$ cat src/rtl/arb_rr_hold_if.sv
// Request/grant bundle between N requesters (master) and the arbiter (slave).
// Carries the prio vector only when ARB_PRIO_EN is defined.
interface arb_rr_hold_if #(
  parameter int N        = 4,
  parameter int MAX_HOLD = 4
);
  localparam int IW = $clog2(N);
  localparam int HW = (MAX_HOLD == 0) ? 1 : $clog2(MAX_HOLD + 1);

  logic [N-1:0]  req;
  logic [N-1:0]  gnt;
  logic [IW-1:0] gnt_id;
  logic          gnt_vld;
  logic [HW-1:0] hold_cnt;
`ifdef ARB_PRIO_EN
  logic [N-1:0]  prio;

  modport master (output req, output prio, input gnt, input gnt_id, input gnt_vld, input hold_cnt);
  modport slave  (input req, input prio, output gnt, output gnt_id, output gnt_vld, output hold_cnt);
`else
  modport master (output req, input gnt, input gnt_id, input gnt_vld, input hold_cnt);
  modport slave  (input req, output gnt, output gnt_id, output gnt_vld, output hold_cnt);
`endif
endinterface

$ cat src/rtl/arb_rr_hold.sv
// N-way round-robin arbiter with grant hold, bounded burst and fully registered grant outputs.
// Define ARB_PRIO_EN to add a high-priority request class (prio vector in the interface).
//
// state | meaning
// IDLE  | no grant outstanding, outputs cleared (gnt_id keeps last holder)
// GRANT | one requester holds the resource, hold_cnt counts its burst
module arb_rr_hold #(
  parameter int N        = 4,
  parameter int MAX_HOLD = 4
) (
  input  logic          clk,
  input  logic          rst,
  arb_rr_hold_if.slave  arb
);
  localparam int IW = $clog2(N);
  localparam int HW = (MAX_HOLD == 0) ? 1 : $clog2(MAX_HOLD + 1);
  localparam logic [HW-1:0] HOLD_LAST = (MAX_HOLD == 0) ? '0 : HW'(MAX_HOLD - 1);
  localparam logic [HW-1:0] HOLD_MAX  = '1;

  typedef enum logic {
    IDLE  = 1'b0,
    GRANT = 1'b1
  } state_t;

  state_t        state_q, state_d;
  logic [N-1:0]  gnt_q, gnt_d;
  logic [IW-1:0] id_q, id_d;
  logic [HW-1:0] hold_q, hold_d;
  logic [IW-1:0] ptr_q, ptr_d;

  logic [N-1:0]  cand;
  logic [N-1:0]  others;
  logic [N-1:0]  pool;
  logic [IW-1:0] win;
  logic          take;
  logic          preempt;
  logic          hold_req;
  logic          at_limit;

  // First set bit of v, searching upward from p and wrapping at N-1.
  function automatic logic [IW-1:0] rr_pick(input logic [N-1:0] v, input logic [IW-1:0] p);
    logic [IW-1:0] w;
    logic          found;
    int            j;
    w     = '0;
    found = 1'b0;
    for (int k = 0; k < N; k++) begin
      j = int'(p) + k;
      if (j >= N) j = j - N;
      if (!found && v[j]) begin
        w     = IW'(j);
        found = 1'b1;
      end
    end
    return w;
  endfunction

  // Candidate set: the high-priority class when it is non-empty, else every request.
  always_comb begin : class_sel
    cand    = arb.req;
    preempt = 1'b0;
`ifdef ARB_PRIO_EN
    if (|(arb.req & arb.prio)) begin
      cand    = arb.req & arb.prio;
      preempt = !arb.prio[id_q];
    end
`endif
  end

  assign hold_req = arb.req[id_q];
  assign others   = cand & ~(N'(1) << id_q);
  assign at_limit = (MAX_HOLD != 0) && (hold_q == HOLD_LAST);

  always_ff @(posedge clk or posedge rst) begin : state_reg
    if (rst) begin
      state_q <= IDLE;
      gnt_q   <= '0;
      id_q    <= '0;
      hold_q  <= '0;
      ptr_q   <= '0;
    end else begin
      state_q <= state_d;
      gnt_q   <= gnt_d;
      id_q    <= id_d;
      hold_q  <= hold_d;
      ptr_q   <= ptr_d;
    end
  end

  always_comb begin : fsm_next
    state_d = state_q;
    case (state_q)
      IDLE:    if (|cand) state_d = GRANT;
      GRANT:   if (!hold_req && !(|cand)) state_d = IDLE;
      default: state_d = IDLE;
    endcase
  end

  always_comb begin : fsm_out
    take   = 1'b0;
    pool   = cand;
    gnt_d  = gnt_q;
    id_d   = id_q;
    hold_d = hold_q;
    ptr_d  = ptr_q;
    case (state_q)
      IDLE: begin
        gnt_d  = '0;
        hold_d = '0;
        if (|cand) take = 1'b1;
      end
      GRANT: begin
        if (preempt || !hold_req) begin
          if (|cand) begin
            take = 1'b1;
          end else begin
            gnt_d  = '0;
            hold_d = '0;
          end
        end else if (!at_limit) begin
          if (hold_q != HOLD_MAX) hold_d = hold_q + 1'b1;
        end else if (|others) begin
          take = 1'b1;
          pool = others;
        end else begin
          hold_d = '0;
        end
      end
      default: begin
        gnt_d  = '0;
        hold_d = '0;
      end
    endcase

    win = rr_pick(pool, ptr_q);
    // Pointer moves only when a new holder is chosen.
    if (take) begin
      gnt_d  = N'(1) << win;
      id_d   = win;
      hold_d = '0;
      ptr_d  = (win == IW'(N - 1)) ? '0 : win + 1'b1;
    end
  end

  assign arb.gnt      = gnt_q;
  assign arb.gnt_id   = id_q;
  assign arb.gnt_vld  = (state_q == GRANT);
  assign arb.hold_cnt = hold_q;

endmodule

$ cat src/flat_wrapper.sv
// flat-port wrapper written by rule: the top's interface ports become plain ports
module arb_rr_hold_flat 
#(
  parameter int N        = 4,
  parameter int MAX_HOLD = 4
)
  (clk, rst, arb_req, arb_gnt, arb_gnt_id, arb_gnt_vld, arb_hold_cnt);
  arb_rr_hold_if #(.N(N), .MAX_HOLD(MAX_HOLD)) arb_i ();
  input  logic clk;
  input  logic rst;
  input wire logic [$bits(arb_i.req)-1:0] arb_req;
  output wire logic [$bits(arb_i.gnt)-1:0] arb_gnt;
  output wire logic [$bits(arb_i.gnt_id)-1:0] arb_gnt_id;
  output wire logic [$bits(arb_i.gnt_vld)-1:0] arb_gnt_vld;
  output wire logic [$bits(arb_i.hold_cnt)-1:0] arb_hold_cnt;
  assign arb_i.req = arb_req;
  assign arb_gnt = arb_i.gnt;
  assign arb_gnt_id = arb_i.gnt_id;
  assign arb_gnt_vld = arb_i.gnt_vld;
  assign arb_hold_cnt = arb_i.hold_cnt;
  arb_rr_hold #(.N(N), .MAX_HOLD(MAX_HOLD)) u_core (.clk(clk), .rst(rst), .arb(arb_i));
endmodule
$ cat config.mk
export PLATFORM = sky130hd
export DESIGN_NAME = arb_rr_hold_flat
export DESIGN_NICKNAME = d
export VERILOG_FILES = /design/src/rtl/arb_rr_hold_if.sv /design/src/rtl/arb_rr_hold.sv /design/src/flat_wrapper.sv
export SDC_FILE = /design/constraint.sdc
export NUM_CORES = 1
export LEC_CHECK = 0
export ABC_AREA = 0
export ABC_CLOCK_PERIOD_IN_PS = 2400
export BUFFER_PORTS_ARGS = -buffer_cell sky130_fd_sc_hd__buf_2
export CAP_MARGIN = 10
export CORE_MARGIN = 4
export CORE_UTILIZATION = 45
export CTS_BUF_LIST = sky130_fd_sc_hd__clkbuf_8
export DETAILED_ROUTE_END_ITERATION = 7
export GPL_ROUTABILITY_DRIVEN = 0
export PLACE_DENSITY = 0.67
export SKIP_CTS_REPAIR_TIMING = 1
export SYNTH_ARGS = -nofsm -noshare
export SYNTH_HDL_FRONTEND = slang
export SYNTH_SLANG_ARGS = --single-unit
$ cat constraint.sdc
create_clock -name clk -period 2.4 [get_ports clk]
set_clock_uncertainty 0.05 [all_clocks]
set_input_delay 0.48 -clock clk [delete_from_list [all_inputs] [get_ports clk]]
set_output_delay 0.48 -clock clk [all_outputs]
set_load 0.05 [all_outputs]
# ---- Word-level counts from Yosys, hierarchy flattened
# Cells that the tools add are included.
dict set report totals {
  memories 0
  rom_bits 0
  out_inout_bits 10
  latch_bits 0
  register_bits 12
  mem_bits_rw 0
}
dict set report op_classes {
  bitwise_logic 3
  n_mul 0
  n_addsub 9
  n_lt_le_gt_ge 9
  muxes 48
  shift 2
  eq_ne 8
  n_reduce_logical 13
  n_div 0
}
# operator n
set op_table {}
lappend op_table {{32-bit by 4-bit less-than comparator with 1-bit output (second input constant)} 4}
lappend op_table {{32-bit two-way mux} 4}
lappend op_table {{32-bit by 4-bit greater-or-equal comparator with 1-bit output (second input constant)} 3}
lappend op_table {{32-bit by 4-bit subtractor with 32-bit output (second input constant)} 3}
lappend op_table {{4-bit two-way mux} 7}
lappend op_table {{3-bit two-way mux} 6}
lappend op_table {{1-bit two-way mux} 17}
lappend op_table {{1-bit binary-select mux with 2-bit select} 5}
lappend op_table {{2-bit two-way mux} 5}
lappend op_table {{5-bit inequality test (second input constant)} 2}
lappend op_table {{3-bit inequality test (second input constant)} 3}
lappend op_table {{4-bit one-hot mux with 2 select lines} 1}
lappend op_table {{4-bit OR reduction} 2}
lappend op_table {{1-bit by 2-bit << shifter with 4-bit output (first input constant)} 2}
lappend op_table {{2-bit by 2-bit adder with 3-bit output (second input constant)} 2}
lappend op_table {{3-bit one-hot mux with 2 select lines} 1}
lappend op_table {{1-bit zero test} 5}
lappend op_table {{4-bit AND} 1}
lappend op_table {{1-bit logical AND} 4}
lappend op_table {{4-bit inequality test (second input constant)} 1}
lappend op_table {{4-bit inverter} 1}
lappend op_table {{1-bit one-hot mux with 2 select lines} 2}
lappend op_table {{2-bit by 3-bit subtractor with 4-bit output (second input constant)} 1}
lappend op_table {{2-bit by 1-bit adder with 3-bit output (second input constant)} 1}
lappend op_table {{9 further kinds} 9}

# ---- Longest topological paths before layout
# Gate-level depths: netlist of run 1.
dict set report logic_depth {
  depth_word 23
  mapped_depth 9
  ltp_nobuf 9
}

# ---- Worst setup path after synthesis of run 1
# OpenSTA, ideal clock, no wires.
dict set report synth_path {
  path_kind {register to register}
  start {reg u_core.hold_q[0] (netlist: u_core.arb.hold_cnt[0])}
  end {reg u_core.gnt_q[0] (netlist: u_core.arb.gnt[0])}
  setup_slack_ns 0.000
  setup_ns 0.130
  t_arrival_ns 2.220
  stages_incl_launch_ff 10
  period_less_slack_ns 2.400
  t_required_ns 2.220
  path_cell_list {dfrtp_1 > ha_1 > nand3b_1 > o31a_1 > a22o_1 > nor3_2 > inv_1 > ha_1 > nand2_1 > mux2i_1}
}
dict set report synth_between {
  elab_chain_len 19
  word_cells_on_any_way 37
  cone_classes {3 x eq/ne; 1 x shift; 26 x mux; 7 x reduce/logical}
}
# item line
set synth_rtl {}
lappend synth_rtl {{start: declaration} arb_rr_hold.sv:28} ;# logic [HW-1:0] hold_q, hold_d;
lappend synth_rtl {{start signal: assignment} arb_rr_hold.sv:85} ;# hold_q <= hold_d;
lappend synth_rtl {{3-bit by 2-bit == test with 1-bit output *} arb_rr_hold.sv:72} ;# assign at_limit = (MAX_HOLD != 0) && (hold_q == HOLD_LAST);
lappend synth_rtl {{4-bit two-way mux} arb_rr_hold.sv:120} ;# end else if (!at_limit) begin
lappend synth_rtl {{4-bit two-way mux} arb_rr_hold.sv:113} ;# if (preempt || !hold_req) begin
lappend synth_rtl {{4-bit two-way mux} arb_rr_hold.sv:106} ;# case (state_q)
lappend synth_rtl {{1-bit binary-select mux with 2-bit select} arb_rr_hold.sv:50} ;# if (!found && v[j]) begin
lappend synth_rtl {{1-bit two-way mux (not written as such) (2 in series)} arb_rr_hold.sv:50}
lappend synth_rtl {{1-bit two-way mux} arb_rr_hold.sv:50}
lappend synth_rtl {{1-bit zero test} arb_rr_hold.sv:50}
lappend synth_rtl {{(+2 left out)} --}
lappend synth_rtl {{1-bit zero test} arb_rr_hold.sv:50}
lappend synth_rtl {{1-bit logical AND} arb_rr_hold.sv:50}
lappend synth_rtl {{1-bit two-way mux} arb_rr_hold.sv:50}
lappend synth_rtl {{1-bit zero test} arb_rr_hold.sv:50}
lappend synth_rtl {{1-bit logical AND} arb_rr_hold.sv:50}
lappend synth_rtl {{2-bit two-way mux} arb_rr_hold.sv:50}
lappend synth_rtl {{1-bit by 2-bit << shifter with 4-bit output} arb_rr_hold.sv:138} ;# gnt_d = N'(1) << win;
lappend synth_rtl {{4-bit two-way mux} arb_rr_hold.sv:137} ;# if (take) begin
lappend synth_rtl {{end signal: assignment} arb_rr_hold.sv:83} ;# gnt_q <= gnt_d;
lappend synth_rtl {{end: declaration} arb_rr_hold.sv:26} ;# logic [N-1:0] gnt_q, gnt_d;
# Mark *: on every way between the ends. The rest lies on a longest branch, timed or not. The select of a mux whose other input is x is not followed.
# A chain may end at the register's enable or synchronous reset.

# ---- Final worst setup path of run 1
dict set report layout_path {
  start {reg u_core.hold_q[0] (netlist: u_core.arb.hold_cnt[0])}
  end {reg u_core.ptr_q[0]}
}
dict set report layout_between {
  elab_chain_len 19
  word_cells_on_any_way 35
  cone_classes {1 x add/sub; 2 x eq/ne; 26 x mux; 6 x reduce/logical}
}
# item line
set layout_rtl {}
lappend layout_rtl {{3-bit by 2-bit == test with 1-bit output *} arb_rr_hold.sv:72}
lappend layout_rtl {{4-bit two-way mux} arb_rr_hold.sv:120}
lappend layout_rtl {{4-bit two-way mux} arb_rr_hold.sv:113}
lappend layout_rtl {{4-bit two-way mux} arb_rr_hold.sv:106}
lappend layout_rtl {{1-bit binary-select mux with 2-bit select} arb_rr_hold.sv:50}
lappend layout_rtl {{1-bit two-way mux (not written as such) (2 in series)} arb_rr_hold.sv:50}
lappend layout_rtl {{1-bit two-way mux} arb_rr_hold.sv:50}
lappend layout_rtl {{1-bit zero test} arb_rr_hold.sv:50}
lappend layout_rtl {{(+2 left out)} --}
lappend layout_rtl {{1-bit zero test} arb_rr_hold.sv:50}
lappend layout_rtl {{1-bit logical AND} arb_rr_hold.sv:50}
lappend layout_rtl {{1-bit two-way mux} arb_rr_hold.sv:50}
lappend layout_rtl {{1-bit zero test} arb_rr_hold.sv:50}
lappend layout_rtl {{1-bit logical AND} arb_rr_hold.sv:50}
lappend layout_rtl {{2-bit two-way mux} arb_rr_hold.sv:50}
lappend layout_rtl {{2-bit by 1-bit adder with 2-bit output or 2-bit == test (tied branches)} arb_rr_hold.sv:141} ;# ptr_d = (win == IW'(N - 1)) ? '0 : win + 1'b1;
lappend layout_rtl {{2-bit two-way mux} arb_rr_hold.sv:141}
lappend layout_rtl {{end signal: assignment} arb_rr_hold.sv:86} ;# ptr_q <= ptr_d;
lappend layout_rtl {{end: declaration} arb_rr_hold.sv:29} ;# logic [IW-1:0] ptr_q, ptr_d;
# Marks and branches as above.

==> flow_summary.ini, run 1 <==
[final_layout]
drive_gt1_share_pct = 26.7
antenna_cells = 0
area_growth_pct = 19.5
postLayoutCellArea_um2 = 983
nNetsFinal = 118
mostFrequentLayoutCells = buf_2, inv_1, dfrtp_1
final_common_cell = buf_2

[power]
p_leak_nw = 0.477
p_seq_share_pct = 27.9
p_int_w = 0.000660
ir_drop_uv = 609
p_sw_share_pct = 48.3
p_per_area_nw_per_um2 = 1300
clkPwrFrac_pct = 14.0
p_sw_w = 0.000617
combPwrFrac_pct = 58.1
finalPower_w = 0.00128

[routing]
vias = 684
drc = 0
wl_per_cell_um = 12.8
drt_wl_total_mm = 1.67
firstDrtPassIters = 4
antenna_left = 0
via_per_inst = 5.26
drtIter0Drc = 11

[clock_tree]
clk_pin_slew_ns = 0.05
cts_tree = done
cts_max_level = 1
cts.sinks = 12
cts.path.max_buffers = 2
clk_latency_ns = 0.23
numCtsBuffers = 3
cts-root-buf = clkbuf_8

[synthesis]
syn_area_um2 = 823
synth.distinct_cells = 30
syn_nets = 98
syn_inst = 87
syn_area_per_cell_um2 = 9.46
yosys_warnings = 0
synth-seq-cells = 12
ys_seq_area_share_pct = 36.5

[die]
rows = 15
dieWidth_um = 50.8
die_y_um = 50.8
start_util_pct = 47.7
core_area_um2 = 1730
io_pins = 16
die-area_um2 = 2580

[setup_path]
crit_required_ns = 2.46
worstSetupPathType = flip-flop to flip-flop
crit_path_start_kind = flip-flop
crit_end = u_core.ptr_q[0]
cp-startpoint = u_core.arb.hold_cnt[0]
critPathArrivalTime_ns = 2.26
reg2reg_to = u_core.ptr_q[0]
reg2reg_slack_ns = 0.20
critPathMaxFanout = 6
reg2regPathDepth = 9
cp-end-kind = flip-flop
r2r_start = u_core.arb.hold_cnt[0]

[sta]
fmaxAchievable_mhz = 454
setup_ws_ns = 0.200
final_max_slew_viol_count = 0
fin_crit_sh_pct = 91.7
hold_violations = 0
tightest_slew_ns = 0.462
rsz0062_at_grt = no
post-route-min-period_ns = 2.20
setup_viol = 0
fin_tns_setup_ns = 0
slew_headroom_pct = 69.2

[grt]
grt_pass1_vias = 688
grt_usage_pct = 14.5
antenna_found_initial = 0
grt-ovfl-total = 0
grt_max_degree = 13
grt_pass1_wl_mm = 2.91

[placed_design]
post-place-ws_ns = 0.120
postPlaceCellArea_um2 = 926
hpwlAfterDp_mm = 1.31
numPortBuffers = 15

[job]
cap_violations = 0

[hold_path]
hold_class = input port to asynchronous set/reset pin

[outcome]
status = complete, no violations
## area by class of cell
cell class	count	area (µm²)
fill	163	743
multi-input combinational	62	483
sequential	12	300
timing repair buffer	16	82.6
inverter	12	45.0
clock buffer	3	41.3
tap	25	31.3
## worst min-delay path by stage
| stage | cells after the start | slack (ns) | start | end |
|---|---|---|---|---|
| after global routing | 2 | 0.25 | rst | u_core.arb.gnt[1] |
| after floorplan | 1 | 0.29 | rst | u_core.arb.gnt[0] |
| after detailed placement | 2 | 0.46 | u_core.arb.gnt[1] | u_core.arb.gnt[1] |
| final | 2 | 0.20 | rst | u_core.arb.hold_cnt[2] |
| after global placement | 2 | 0.45 | u_core.arb.gnt[3] | u_core.arb.gnt[3] |
| after CTS | 2 | 0.22 | rst | u_core.arb.gnt_vld |
## Yosys cell counts, drive strengths merged
cell,instances,area [µm²]
and3,1,6.26
inv,12,45.0
mux2i,7,70.1
a311oi,1,8.76
buf,1,11.3
dfrtp,12,300
nand2b,1,6.26
nand2,10,40.0
ha,5,62.6
nor3,4,25.0
nand3b,1,7.51
nor2,7,26.3
mux2,2,22.5
o21a,1,7.51
nand4bb,1,11.3
a21oi,2,10.0
nand3,4,20.0
a21boi,2,18.8
o311ai,2,17.5
o31ai,2,15.0
o21ai,2,10.0
a32oi,1,8.76
a2bb2oi,1,15.0
a22o,1,8.76
o31a,3,26.3
mux4,1,22.5
## sequential cells by signal, summed over array words and instances (netlist names)
signal,count
u_core.ptr_q,2
u_core.arb.hold_cnt,3
u_core.arb.gnt_id,2
u_core.arb.gnt,4
u_core.arb.gnt_vld,1
## stage by stage
stage	util (%)	std cells	hold slack, ns
3_5_place_dp	53.6	127	0.463
6_report	57.0	130	0.195
4_1_cts	56.0	130	0.218
3_3_place_gp	53.6	127	0.454
2_1_floorplan	-	87	0.295
5_1_grt	57.0	130	0.250
## power groups by stage
| stage | clock network (W) | registers (W) | logic, W |
|---|---|---|---|
| after floorplan | 0 | 0.000534 | 0.000406 |
| after global placement | 0 | 0.000355 | 0.000725 |
| after detailed placement | 0 | 0.000357 | 0.000731 |
| after CTS | 0.000186 | 0.000353 | 0.000735 |
| after global routing | 0.000191 | 0.000366 | 0.000814 |
| final | 0.000179 | 0.000356 | 0.000743 |
## worst max-delay path: stages, from the launching register on
cell       delay [ns]
dfrtp_1          0.38
ha_2             0.24
nand4bb_1        0.19
o31a_1           0.34
a22o_1           0.24
nor3_4           0.19
ha_1             0.21
inv_1            0.04
o31ai_1          0.06
mux2i_1          0.12
## logic make-up after synthesis
logic type,synth area share [%]
AND/OR/NAND/NOR,17.3
AO/OA/AOI/OAI,17.8
buffers and inverters,6.84
flip-flops,36.5
multiplexers,14.0
adder cells (fa/ha/maj),7.60
## layer usage
layer | GRT usage [%] | up-vias | share of wire, % | routed length, µm
met2 | 25.4 | 15 | 50 | 835
li1 | - | 346 | - | -
met3 | 1.78 | 0 | 4.3 | 72
met1 | 18.5 | 323 | 46 | 759
met4 | 4.04 | 0 | 0 | 0
met5 | 0 | - | 0 | 0
(Power assumes the default switching activity.)
==> run 2, diff against run 1 <==
- PLACE_DENSITY: 0.67 -> 0.66
==> flow_summary.ini, run 2 (synthesis results as in run 1) <==
[power]
p_per_area_nw_per_um2 = 1310
ir_drop_uv = 778
finalPower_w = 0.00134
p_leak_nw = 0.487

[job]
cap_violations = 0

[final_layout]
nFillCells = 164
drive_gt1_share_pct = 28.3
postLayoutCellArea_um2 = 1020
largest_register_ffs = 4
antenna_cells = 0
area_growth_pct = 24.3
nNetsFinal = 118
mostFrequentLayoutCells = buf_2, inv_1, dfrtp_1
final_common_cell = buf_2

[sta]
slew_headroom_pct = 69.3
tightest_slew_ns = 0.461
final_max_slew_viol_count = 0
fin_crit_sh_pct = 90.1
fin_tns_setup_ns = 0
rsz0062_at_grt = no
hold_ws_ns = 0.190
post-route-min-period_ns = 2.16
setup_viol = 0
hold_violations = 0
fmaxAchievable_mhz = 462

[setup_path]
cp_num_buf_inv = 1
cp-startpoint = u_core.arb.hold_cnt[0]
crit_required_ns = 2.46
r2r_start = u_core.arb.hold_cnt[0]
cp_slowest_stage_delay_ns = 0.41
critPathArrivalTime_ns = 2.23
cp_cell_sequence = ha_4 -> nand3b_1 -> o31a_1 -> a22o_1 -> nor3_4 -> inv_1 -> ha_1 -> nand2_1 -> mux2i_1
reg2reg_slack_ns = 0.24
critPathTopFamily = compound AO/OA/AOI/OAI gates
worstSetupPathType = flip-flop to flip-flop
cp-end-kind = flip-flop
crit_path_start_kind = flip-flop
critPathMaxFanout = 6
crit_slowest_cell = dfrtp_1

[grt]
grt_usage_pct = 14.7
grt-ovfl-total = 0
grt_max_degree = 13
grt_pass1_wl_mm = 2.88
grt_pass1_vias = 649
antenna_found_initial = 0

[routing]
firstDrtPassIters = 4
drtIter0Drc = 6
via_per_inst = 5.31
drc = 0
antenna_left = 0
drt_wl_total_mm = 1.67
vias = 696
wl_per_cell_um = 12.8

[die]
core_area_um2 = 1730
io_pins = 16
die-area_um2 = 2580
rows = 15
dieWidth_um = 50.8
start_util_pct = 47.7
die_y_um = 50.8

[placed_design]
postPlaceCellArea_um2 = 926
numPortBuffers = 15
hpwlAfterDp_mm = 1.27

[clock_tree]
clk_pin_slew_ns = 0.05
cts.path.max_buffers = 2
numCtsBuffers = 3
cts-root-buf = clkbuf_8
clk_latency_ns = 0.24
cts.sinks = 12
cts_max_level = 1
cts_tree = done

[hold_path]
hold_class = input port to asynchronous set/reset pin

[outcome]
status = complete, no violations
-- run 2: per-layer routing --
layer,up-vias,part of all wire (%),GRT usage [%]
met5,-,0,0
met1,326,47,19.1
met3,5,4.6,5.93
li1,351,-,-
met4,0,1.7,3.14
met2,14,47,22.8
-- run 2: power breakdown --
part / internal (W) / switching (W)
registers: 0.000279 / 0.0000840
clock network: 0.000145 / 0.0000750
logic: 0.000282 / 0.000472
total: 0.000707 / 0.000631
-- run 2: stage by stage --
stage / setup WS [ns] / util [%] / cells
final: 0.237 / 59.3 / 131
after global routing: 0.0327 / 59.3 / 131
after CTS: 0.110 / 56.8 / 131
after detailed placement: 0.124 / 53.6 / 127
after global placement: 0.161 / 53.6 / 127
after floorplan: 0.000286 / - / 87
-- run 2: final cells by class --
type | count | area [µm²] | area share (%)
Inverter | 12 | 45.0 | 4.40
Multi-Input combinational cell | 62 | 509 | 49.8
Timing Repair Buffer | 16 | 82.6 | 8.07
Tap cell | 25 | 31.3 | 3.06
Sequential cell | 12 | 300 | 29.3
Clock buffer | 4 | 55.1 | 5.38
-- run 2: worst paths after layout --
check | endpoint | cells past startpoint
min reg2reg | u_core.arb.gnt[3] | 2
min | u_core.arb.gnt[1] | 2
max in group asynchronous | u_core.ptr_q[0] | 2
max | u_core.arb.gnt[0] | 9
min in group clk | u_core.arb.gnt[3] | 2
max reg2reg | u_core.arb.gnt[0] | 9
-- run 2: worst reg2reg max path: cells and delay by family (launching register included) --
family | cells | cell delay (ns)
mux | 1 | 0.07
compound gates | 2 | 0.63
fa+ha+maj | 2 | 0.40
simple gates | 3 | 0.38
flops | 1 | 0.41
buf+inv | 1 | 0.10
